==> src/rtl/fetch_sequencer_if.sv <==
// Instruction-memory bus between the fetch sequencer and instruction memory.
//   i_req   : fetch request (sequencer -> memory)
//   i_addr  : word-aligned fetch address (sequencer -> memory)
//   i_ready : memory returns i_data this cycle (memory -> sequencer)
//   i_data  : instruction word (memory -> sequencer)
interface fetch_sequencer_if;
  logic        i_req;
  logic [31:0] i_addr;
  logic        i_ready;
  logic [31:0] i_data;

  modport master (output i_req, i_addr, input i_ready, i_data);
  modport slave  (input i_req, i_addr, output i_ready, i_data);
endinterface

==> src/rtl/fetch_sequencer.sv <==
// Instruction-fetch sequencer. Owns the PC, fetches one instruction at a time
// over a req/ready handshake, holds it in ir until the datapath retires it,
// then applies the decoder's jr/jump/jal/branch outcome to pick the next PC.
// Ports:
//   clk, rst_n        : clock, asynchronous active-low reset
//   imem (master)     : instruction-memory bus (i_req/i_addr out, i_ready/i_data in)
//   ir, ir_valid      : held instruction and its valid flag
//   retire            : datapath done with ir (only honoured while ir_valid)
//   jump, jal, jr, branch, nequal, zero, rs_data : control/operands for ir
//   pc, pc_plus4      : address of ir, and pc+4 (combinational link value)
//   misalign          : one-cycle pulse after retiring a jr with rs_data[1:0]!=0
module fetch_sequencer #(
  parameter logic [31:0] RESET_PC = 32'h0000_0000
) (
  input  logic                      clk,
  input  logic                      rst_n,
  fetch_sequencer_if.master         imem,
  output logic [31:0]               ir,
  output logic                      ir_valid,
  input  logic                      retire,
  input  logic                      jump,
  input  logic                      jal,
  input  logic                      jr,
  input  logic                      branch,
  input  logic                      nequal,
  input  logic                      zero,
  input  logic [31:0]               rs_data,
  output logic [31:0]               pc,
  output logic [31:0]               pc_plus4,
  output logic                      misalign
);

  typedef enum logic [1:0] {IDLE, FETCH, VALID} state_t;

  state_t      state;
  logic        req_q;
  logic [31:0] addr_q;
  logic [31:0] next_pc;
  logic [31:0] br_off;
  logic        br_taken;

  assign imem.i_req  = req_q;
  assign imem.i_addr = addr_q;
  assign pc_plus4    = pc + 32'd4;

  // Branch offset: sign-extended word offset, added modulo 2^32.
  assign br_off   = {{14{ir[15]}}, ir[15:0], 2'b00};
  // beq takes on zero, bne takes on !zero.
  assign br_taken = branch & (zero ^ nequal);

  // Priority: jr > jump/jal > taken branch > fall-through.
  always_comb begin
    next_pc = pc_plus4;
    if (jr)
      next_pc = {rs_data[31:2], 2'b00};
    else if (jump | jal)
      next_pc = {pc_plus4[31:28], ir[25:0], 2'b00};
    else if (br_taken)
      next_pc = pc_plus4 + br_off;
  end

  always_ff @(posedge clk or negedge rst_n) begin
    if (!rst_n) begin
      state    <= IDLE;
      pc       <= RESET_PC;
      addr_q   <= RESET_PC;
      req_q    <= 1'b0;
      ir       <= 32'd0;
      ir_valid <= 1'b0;
      misalign <= 1'b0;
    end else begin
      misalign <= 1'b0;
      case (state)
        IDLE: begin
          state  <= FETCH;
          req_q  <= 1'b1;
          addr_q <= pc;
        end
        FETCH: begin
          if (imem.i_ready) begin
            ir       <= imem.i_data;
            ir_valid <= 1'b1;
            req_q    <= 1'b0;
            state    <= VALID;
          end
        end
        VALID: begin
          if (retire) begin
            pc       <= next_pc;
            addr_q   <= next_pc;
            req_q    <= 1'b1;
            ir_valid <= 1'b0;
            misalign <= jr & (|rs_data[1:0]);
            state    <= FETCH;
          end
        end
        default: begin
          state <= IDLE;
          req_q <= 1'b0;
        end
      endcase
    end
  end

endmodule

==> src/flat_wrapper.sv <==
// flat-port wrapper written by rule: the top's interface ports become plain ports
module fetch_sequencer_flat 
#(
  parameter logic [31:0] RESET_PC = 32'h0000_0000
)
  (clk, rst_n, ir, ir_valid, retire, jump, jal, jr, branch, nequal, zero, rs_data, pc, pc_plus4, misalign, imem_i_req, imem_i_addr, imem_i_ready, imem_i_data);
  fetch_sequencer_if imem_i ();
  input  logic clk;
  input  logic rst_n;
  output logic [31:0] ir;
  output logic ir_valid;
  input  logic retire;
  input  logic jump;
  input  logic jal;
  input  logic jr;
  input  logic branch;
  input  logic nequal;
  input  logic zero;
  input  logic [31:0] rs_data;
  output logic [31:0] pc;
  output logic [31:0] pc_plus4;
  output logic misalign;
  output wire logic [$bits(imem_i.i_req)-1:0] imem_i_req;
  output wire logic [$bits(imem_i.i_addr)-1:0] imem_i_addr;
  input wire logic [$bits(imem_i.i_ready)-1:0] imem_i_ready;
  input wire logic [$bits(imem_i.i_data)-1:0] imem_i_data;
  assign imem_i_req = imem_i.i_req;
  assign imem_i_addr = imem_i.i_addr;
  assign imem_i.i_ready = imem_i_ready;
  assign imem_i.i_data = imem_i_data;
  fetch_sequencer #(.RESET_PC(RESET_PC)) u_core (.clk(clk), .rst_n(rst_n), .imem(imem_i), .ir(ir), .ir_valid(ir_valid), .retire(retire), .jump(jump), .jal(jal), .jr(jr), .branch(branch), .nequal(nequal), .zero(zero), .rs_data(rs_data), .pc(pc), .pc_plus4(pc_plus4), .misalign(misalign));
endmodule
==> config.mk <==
export PLATFORM = sky130hd
export DESIGN_NAME = fetch_sequencer_flat
export DESIGN_NICKNAME = d
export VERILOG_FILES = /design/src/rtl/fetch_sequencer_if.sv /design/src/rtl/fetch_sequencer.sv /design/src/flat_wrapper.sv
export SDC_FILE = /design/constraint.sdc
export NUM_CORES = 1
export LEC_CHECK = 0
export ABC_AREA = 1
export CAP_MARGIN = 20
export CELL_PAD_IN_SITES_DETAIL_PLACEMENT = 0
export CELL_PAD_IN_SITES_GLOBAL_PLACEMENT = 2
export CORE_AREA = 2 2 188 190
export DETAILED_ROUTE_END_ITERATION = 16
export DIE_AREA = 0 0 190 192
export PLACE_DENSITY_LB_ADDON = 0.25
export SETUP_SLACK_MARGIN = 0.15
export SYNTH_ARGS = -nofsm -noshare
export SYNTH_HDL_FRONTEND = slang
export SYNTH_SLANG_ARGS = --single-unit
==> constraint.sdc <==
create_clock -name clk -period 3.1 [get_ports clk]
set_clock_uncertainty 0.2 [all_clocks]
set_input_delay 0.62 -clock clk [delete_from_list [all_inputs] [get_ports clk]]
set_output_delay 0.62 -clock clk [all_outputs]
set_load 0.05 [all_outputs]
-- Word level (Yosys, flattened, before mapping)
Cells that the tools add are included.
- muxes and demuxes: 16
- bitwise logic cells: 4
- add/subtract/negate cells: 2
- equality and inequality tests: 4
- reductions and logical operators: 9
- operators by type and width (cell ; number):
    32-bit 2-to-1 mux ; 4
    32-bit one-hot mux with 2 select lines ; 1
    32-bit by 3-bit adder with 32-bit output (second input constant) ; 1
    32-bit adder ; 1
    2-bit AND reduction ; 4
    1-bit 2-to-1 mux ; 6
    2-bit one-hot mux with 3 select lines ; 1
    2-bit 2-to-1 mux ; 2
    2-bit != test (second input constant) ; 2
    2-bit nonzero test ; 2
    1-bit one-hot mux with 3 select lines ; 1
    3-bit AND reduction ; 1
    1-bit AND ; 2
    2-bit by 1-bit == test with 1-bit output (second input constant) ; 1
    2-bit == test (second input constant) ; 1
    2-bit logical NOT ; 1
    1-bit one-hot mux with 2 select lines ; 1
    2-bit OR reduction ; 1
    1-bit bitwise OR ; 1
    1-bit XOR ; 1
- register bits: 101
- input bits: 74

-- Depth between registers and ports, before layout
Gate-level depths: netlist (run 1).
- depth in word-level cells: 7
- depth in mapped cells: 27
- mapped depth without buffers: 27

-- Worst setup path before layout (run 1)
Ideal clock, no wire load.
- path kind: register -> register
- start point: register u_core.pc[2]
- end point: register u_core.pc[29]
- stages on the path, launching flop included: 23
- arrival time: 3.795 ns
- setup time: 0.133 ns
- path slack: -1.028 ns
- clock period less this slack: 4.128 ns
- cell sequence: dfrtp_1 -> ha_1 -> inv_1 -> nor2_4 -> nand2_1 -> nor2_2 -> nand2_1 -> xor2_1 -> ha_1 -> nand2_1 -> inv_1 -> nand2_1 -> nand2_1 -> a21oi_1 -> nor2_1 -> nor2_1 -> nand2_1 -> nand2_1 -> nand3_1 -> nand2_1 -> nand2_1 -> nand2_1 -> o21ai_0
- longest elaborated chain between the ends: 5
- RTL lines (item ; line ; source):
    start, declared ; fetch_sequencer.sv:28 ; output logic [31:0] pc,
    start signal, assigned ; fetch_sequencer.sv:89 ; pc <= next_pc;
    32-bit by 3-bit adder with 32-bit output ; fetch_sequencer.sv:44 ; assign pc_plus4 = pc + 32'd4;
    via pc_plus4[16] ; flat_wrapper.sv:21 ; output logic [31:0] pc_plus4;
    32-bit adder ; fetch_sequencer.sv:59 ; next_pc = pc_plus4 + br_off;
    32-bit 2-to-1 mux ; fetch_sequencer.sv:58 ; else if (br_taken)
    32-bit 2-to-1 mux ; fetch_sequencer.sv:56 ; else if (jump | jal)
    32-bit 2-to-1 mux ; fetch_sequencer.sv:54 ; if (jr)
The timed path passes the listed nets, and every way through them passes these cells.
A chain may end at the register's enable or synchronous reset.

-- Worst setup path after layout (run 1)
- start point: register u_core.pc[5]
- end point: register u_core.addr_q[21], in the netlist u_core.imem.i_addr[21]
- longest elaborated chain between the ends: 7
- RTL lines (item ; line ; source):
    32-bit by 3-bit adder with 32-bit output * ; fetch_sequencer.sv:44 ;
    32-bit adder ; fetch_sequencer.sv:59 ;
    32-bit 2-to-1 mux * ; fetch_sequencer.sv:58 ;
    32-bit 2-to-1 mux * ; fetch_sequencer.sv:56 ;
    32-bit 2-to-1 mux * ; fetch_sequencer.sv:54 ;
    32-bit 2-to-1 mux * ; fetch_sequencer.sv:88 ; if (retire) begin
    32-bit one-hot mux with 2 select lines * ; fetch_sequencer.sv:73 ; case (state)
    end signal, assigned ; fetch_sequencer.sv:77 ; addr_q <= pc;
    end signal, assigned ; fetch_sequencer.sv:90 ; addr_q <= next_pc;
    end, declared ; fetch_sequencer.sv:37 ; logic [31:0] addr_q;
Every way passes the cells marked *; elsewhere a longest branch is shown, timed or not. The select of a mux whose other input is x is not followed.

==> results of run 1 <==
registers in the layout (all words and copies together), names as in the netlist:
name                cells
u_core.pc              32
u_core.ir              32
u_core.state            2
u_core.ir_valid         1
u_core.imem.i_addr     32
u_core.misalign         1
how the worst max path moves through the flow:
stage             startpoint                      to  slack (ns)
2_1_floorplan  u_core.pc[15]           u_core.pc[27]       -0.18
3_3_place_gp   u_core.pc[14]  u_core.imem.i_addr[27]       -0.49
3_5_place_dp   u_core.pc[14]  u_core.imem.i_addr[27]       -0.47
6_report        u_core.pc[5]  u_core.imem.i_addr[21]       -0.13
5_1_grt         u_core.pc[5]  u_core.imem.i_addr[24]       -0.29
4_1_cts        u_core.pc[15]  u_core.imem.i_addr[27]       -0.12
cells by family (layout without fill, tap and decap cells):
| group | Yosys count | count (layout) | synth area share |
|---|---|---|---|
| adder cells (fa/ha/maj) | 37 | 37 | 0.0573 |
| flip-flops | 100 | 100 | 0.305 |
| AO/OA/AOI/OAI | 158 | 158 | 0.103 |
| XOR/XNOR | 18 | 18 | 0.0192 |
| multiplexers | 26 | 26 | 0.0357 |
| buffers and inverters | 210 | 661 | 0.105 |
| AND/OR/NAND/NOR | 732 | 732 | 0.375 |
stage by stage:
step	worst slack, ns	std cells	setup TNS, ns
6_report	-0.128	2187	-1.38
4_1_cts	-0.115	2146	-2.12
3_5_place_dp	-0.471	2103	-9.79
5_1_grt	-0.286	2187	-8.76
2_1_floorplan	-0.184	1281	-3.40
3_3_place_gp	-0.492	2103	-9.46
placed cells by master (no fill, tap or decap), types with 55 or more instances in the layout:
| cell | synthesis | final |
|---|---|---|
| a21oi_1 | 78 | 60 |
| buf_6 | 0 | 55 |
| buf_4 | 2 | 210 |
| nand2_1 | 489 | 322 |
| nand2_4 | 4 | 65 |
| clkdlybuf4s50_1 | 0 | 173 |
| dfrtp_1 | 100 | 82 |
| nand2_2 | 3 | 105 |
| inv_1 | 170 | 114 |
| nor2_1 | 100 | 58 |
metal layers:
layer | vias up | GRT usage | wire length [um]
met5 | - | 0 | 0
met2 | 206 | 0.346 | 18400
li1 | 4921 | - | -
met4 | 0 | 0.0569 | 702
met3 | 30 | 0.0248 | 1380
met1 | 4611 | 0.304 | 19200
repair_timing:
action / 4_1_cts / 5_1_grt
cloned: 0 / 0
gates resized for setup: 207 / 314
setup buffers: 27 / 41
pin swaps: 87 / 183
endpoints found under the setup margin: 59 / 66
layout make-up:
| cell class | instances | area share |
|---|---|---|
| repair buffers | 473 | 0.294 |
| clock inverters | 4 | 0.00353 |
| multi-input cells | 971 | 0.443 |
| clock buffers | 12 | 0.0158 |
| inverters | 172 | 0.0447 |
| flip-flops and latches | 100 | 0.163 |
| well taps | 455 | 0.0365 |
==> metrics.md, run 1 <==
| Metric | Value |
|---|---|
| Multi-input gate area | `slightly below 7000 sq um` |
| Via Count | `between 9,000 and 10,000` |
| Cell accounting for the most synthesized area | `dfrtp_1` |
| Final Slew Violations | `0` |
| CTS sink cnt | `100` |
| Post-CTS Hold Buffers | `0` |
| CP Capture Type | `flop` |
| Worst r2r path cells | `23` |
| Total Wirelength | `39,600 um` |
| Clock-pin slew on the worst setup and hold paths | `about 0.080 ns` |
| Total gr overflow | `0` |
| Area share of the largest cell type after synthesis | `0.305` |
| Largest cells by area after synthesis | `dfrtp_1 (31%), nand2_1 (22%), inv_1 (7.8%), nand3_1 (5.6%), ha_1 (5.5%)` |
| CTS tree | `done` |
| Layout cells sized above 1 | `0.445` |
| H-tree depth | `3` |
| First-pass GRT wire length | `between 50,000 and 60,000 um` |
| Ports | `just over 200` |
| Delay of the slowest critical-path stage | `just under 0.4 ns` |
| CP max FO | `6` |
| Commonest cells in the synthesized netlist | `nand2_1 (489), inv_1 (170), dfrtp_1 (100), nor2_1 (100), nand3_1 (91)` |
| HP Class | `in -> async` |
| Worst R2R Setup Slack | `-0.13 ns` |
| Vias in the first global route | `a little under 10,000` |
| Worst skew pair latency | `~0.37 ns` |
| Die area | `36,500 sq um` |
| First-pass DRT Iterations | `5` |
| Synthesized net count | `around 1,400` |
| Placer Congestion | `0.859` |
| Post-layout util | `0.454` |
| Outcome | `finished, violations left` |
| Vias per cell | `roughly 4.5` |
| Final Hold Fails | `0` |
| Yosys warning count | `0` |
| DRC | `0` |
| Final Instance Area | `about 16,000 sq um` |
| Seq/Total Area, Yosys | `0.305` |
| Die Ht | `about 190 um` |
| DP Area | `~13,000 sq um` |
| Hpwl dp | `30,900 um` |
| Reg2Reg Launch Point | `u_core.pc[5]` |
| Highest Clock Rate | `310 MHz` |
| Unrepaired setup endpoints after global routing | `true` |
| Worst EP required | `3.15 ns` |
| Setup violators final | `25` |
| EDFF count, synth | `0` |
| CP max-delay cell | `dfrtp_2` |
| Core Rows | `68` |
| Max Cap Violations | `0` |
| Largest net degree at the start of global routing | `53` |
| DRT iter0 DRCs | `439` |
| Initial Util | `0.239` |
| Tmin final | `between 3 and 4 ns` |
| Root Buffer Master | `clkbuf_16` |
| Worst Path Arrival | `about 3.3 ns` |
| Clk buf depth | `2` |
| Register area | `2530 sq um` |
| Die X | `about 190 um` |
| Max-slew headroom | `0.469` |
| Setup ws final | `-0.128 ns` |
| Failing checks | `negative setup slack` |
| CP Cell Sequence | `nand2_4 -> nor2_4 -> nand2_4 -> buf_12 -> nor2_8 -> nand2_4 -> xor2_4 -> buf_6 -> ha_4 -> nand2_4 -> buf_6 -> nor2_4 -> a21oi_4 -> buf_6 -> buf_6 -> nand2_2 -> nand2_1 -> nand3_1 -> nand2_1 -> nand2_2 -> nand3_2 -> nand2_1 -> nand2_1` |
| Layout fillers | `3,471` |
| Core area | `between 30,000 and 40,000 sq um` |
| Ys flop type | `dfrtp_1` |
| Crit. path cell count | `23` |
| FF-to-FF End | `u_core.imem.i_addr[21]` |
| Mapped cell area | `8200 sq um` |
| Initial antenna violation count | `0` |
| CP delay by family, top | `simple AND/OR/NAND/NOR gates` |
| Post-synthesis cell count | `~1,300` |
| Gr usage total | `0.215` |
| Syn avg cell area | `about 6.4 sq um` |
| Yosys cell types | `41` |
| Critical path class | `reg -> reg` |
| Asr flop ratio synth | `1.00` |
| Slew @ Worst Pin | `0.796 ns` |
| Critical path startpoint category | `flop` |
| Wire per inst | `18.1 um` |
| Antenna cells | `0` |
| #FFs+latches synth | `100` |
| Detail Route Antenna Nets | `0` |
| Area Overhead vs Synth | `89.9%` |
| # port buffers | `approximately 200` |
| Crit path buffers/inverters | `5` |
| Fin nets | `between 1,500 and 2,000` |
| Cts bufs inserted | `9` |
| Tcrit/Tclk final | `1.04` |
| Most frequent cell after synthesis | `nand2_1` |
| Hold Slack | `0.108 ns` |
Power of run 1 is left out: the tool's default activity adds up to more than one toggle a clock period on the data nets, which glitch-free logic cannot reach.
==> inputs of run 2 (changes only) <==
--- a/config.mk
+++ b/config.mk
@@ -9,9 +9,9 @@
 export CAP_MARGIN = 20
 export CELL_PAD_IN_SITES_DETAIL_PLACEMENT = 0
 export CELL_PAD_IN_SITES_GLOBAL_PLACEMENT = 2
-export CORE_AREA = 2 2 188 190
+export CORE_AREA = 2 2 181 183
 export DETAILED_ROUTE_END_ITERATION = 16
-export DIE_AREA = 0 0 190 192
+export DIE_AREA = 0 0 183 185
 export PLACE_DENSITY_LB_ADDON = 0.25
 export SETUP_SLACK_MARGIN = 0.15
 export SYNTH_ARGS = -nofsm -noshare
==> constraint.sdc (replaced) <==
create_clock -name clk -period 3.53 [get_ports clk]
set_clock_uncertainty 0.2 [all_clocks]
set_input_delay 0.706 -clock clk [delete_from_list [all_inputs] [get_ports clk]]
set_output_delay 0.706 -clock clk [all_outputs]
set_load 0.05 [all_outputs]
==> run 2 against run 1 <==
  * The run now ends clean
  * Die area is 7.2% lower
  * Global-route usage is 0.079 points higher
  * Wire length is 6.8% lower
  * Largest cell class unchanged
==> metrics.md, run 2 (same netlist as run 1, synthesis figures left out) <==
| Metric | Value |
|---|---|
| HP Class | `in -> async (unchanged)` |
| Ports | `205 (unchanged)` |
| Clk buf depth | `2 (unchanged)` |
| Core area | `32,000 sq um (was 34,300 sq um)` |
| Tcrit/Tclk final | `0.946` |
| Layout cells sized above 1 | `0.284 (was 0.445)` |
| Placer Congestion | `0.821 (was 0.859)` |
| Max Cap Violations | `0 (unchanged)` |
| Total gr overflow | `0 (unchanged)` |
| Setup violators final | `0 (was 25)` |
| CP Cell Sequence | `nand2_4 -> nor2_4 -> nand2_4 -> nor2_4 -> buf_4 -> xor2_2 -> inv_2 -> clkdlybuf4s50_1 (was nand2_4 -> nor2_4 -> nand2_4 -> buf_12 -> nor2_8 -> nand2_4 -> xor2_4 -> buf_6 -> ha_4 -> nand2_4 -> buf_6 -> nor2_4 -> a21oi_4 -> buf_6 -> buf_6 -> nand2_2 -> nand2_1 -> nand3_1 -> nand2_1 -> nand2_2 -> nand3_2 -> nand2_1 -> nand2_1)` |
| Via Count | `9,171 (was 9,768)` |
| H-tree depth | `3 (unchanged)` |
| # port buffers | `204 (unchanged)` |
| Final Slew Violations | `0 (unchanged)` |
| Max-slew headroom | `0.605 (was 0.469)` |
| Final Hold Fails | `0 (unchanged)` |
| CTS tree | `done (unchanged)` |
| Wire per inst | `18.5 um (was 18.1 um)` |
| Area Overhead vs Synth | `59.7% (was 89.9%)` |
| Post-layout util | `0.409 (was 0.454)` |
| Worst EP required | `2.62 ns (was 3.15 ns)` |
| Worst Path Arrival | `2.43 ns (was 3.28 ns)` |
| CP max-delay cell | `clkdlybuf4s50_1 (was dfrtp_2)` |
| Critical path class | `reg -> out (was reg -> reg)` |
| CP max FO | `4 (was 6)` |
| Die Ht | `185 um (was 192 um)` |
| DP Area | `11,500 sq um (was 12,900 sq um)` |
| Crit path buffers/inverters | `3 (was 5)` |
| Most frequent cells in the layout | `nand2_1 (409), clkdlybuf4s50_1 (179), inv_1 (155) (was nand2_1 (322), buf_4 (210), clkdlybuf4s50_1 (173))` |
| First-pass GRT wire length | `54,600 um (was 58,800 um)` |
| DRT iter0 DRCs | `579 (was 439)` |
| Highest Clock Rate | `~300 MHz` |
| Initial Util | `0.256 (was 0.239)` |
| CP Capture Type | `output port (was flop)` |
| Largest net degree at the start of global routing | `71 (was 53)` |
| Vias in the first global route | `8,871 (was 9,678)` |
| Tmin final | `approximately 3.3 ns` |
| Root Buffer Master | `clkbuf_16 (unchanged)` |
| Worst skew pair latency | `0.37 ns (about the same)` |
| First-pass DRT Iterations | `5 (unchanged)` |
| Gr usage total | `0.216 (was 0.215)` |
| Commonest non-fill, non-tap cell in the layout | `nand2_1 (unchanged)` |
| DRC | `0 (unchanged)` |
| Fin cells | `2,001 (was 2,187)` |
| Post-CTS Hold Buffers | `0 (unchanged)` |
| Vias per cell | `4.58 (was 4.47)` |
| Cts bufs inserted | `9 (unchanged)` |
| Unrepaired setup endpoints after global routing | `true (unchanged)` |
| Hpwl dp | `29,200 um (was 30,900 um)` |
| Final Instance Area | `13,100 sq um (was 15,600 sq um)` |
| Slew @ Worst Pin | `0.592 ns (was 0.796 ns)` |
| Critical path startpoint category | `flop (unchanged)` |
| Delay of the slowest critical-path stage | `0.83 ns (was 0.39 ns)` |
| Die X | `183 um (was 190 um)` |
| Total Wirelength | `36,900 um (was 39,600 um)` |
| CP delay by family, top | `buffers and inverters (was simple AND/OR/NAND/NOR gates)` |
| CTS sink cnt | `100 (unchanged)` |
| Core Rows | `66 (was 68)` |
| Die area | `33,900 sq um (was 36,500 sq um)` |
| Detail Route Antenna Nets | `0 (unchanged)` |
| Outcome | `finished, final reports clean (was finished, violations left)` |
| Initial antenna violation count | `1 (was 0)` |
| Fin nets | `1,698 (was 1,838)` |
| Clock-pin slew on the worst setup and hold paths | `0.08 ns (about the same)` |
| Placed insts | `1,954 (was 2,103)` |
run 2: changes by cell type in the layout (fill, tap and decap cells not counted), moves of 31 or more:
cell,delta
inv_1,+41
buf_6,-47
nand2_4,-43
inv_2,-31
nand2_1,+87
nand2_2,-40
buf_4,-72
run 2: repair_timing:
action	CTS	global route
buffers inserted	3	27
setup endpoints to repair	29	48
gates resized for setup	24	235
pin swaps	3	101
endpoints found under the hold margin	0	0
run 2: layout make-up:
cell class | count | area (sq um)
Multi-Input combinational cell | 971 | 6040
Clock buffer | 10 | 229
Tap cell | 408 | 510
Antenna cell | 1 | 2.50
Timing Repair Buffer | 333 | 3050
Sequential cell | 100 | 2520
Inverter | 172 | 657
Fill cell | 3379 | 18900
Clock inverter | 6 | 87.6
run 2: final timing paths:
check,slack [ns],to,from,cells after the start
setup / recovery,0.19,pc_plus4[9],u_core.pc[5],8
hold / removal,0.09,u_core.pc[6],rst_n,1
setup reg to reg,0.26,u_core.imem.i_addr[30],u_core.pc[2],23
hold reg to reg,0.28,u_core.imem.i_addr[9],u_core.imem.i_addr[9],2
max in group asynchronous,2.23,u_core.pc[25],rst_n,2
min in group clk,0.28,u_core.imem.i_addr[9],u_core.imem.i_addr[9],2
run 2: metrics by stage:
step,hold WS (ns),setup TNS (ns),worst slack [ns]
4_1_cts,0.0917,0,0.105
6_report,0.0922,0,0.189
3_3_place_gp,0.261,-0.234,-0.0898
3_5_place_dp,0.265,-0.390,-0.107
2_1_floorplan,0.210,0,0.151
5_1_grt,0.109,0,0.0455
run 2: per-layer routing:
metal  part of all wire  GRT usage
met1               0.49      0.309
met2               0.45      0.339
met3              0.037     0.0319
met4              0.022     0.0563
met5                  0          0
Power of run 2 is left out for the same reason.
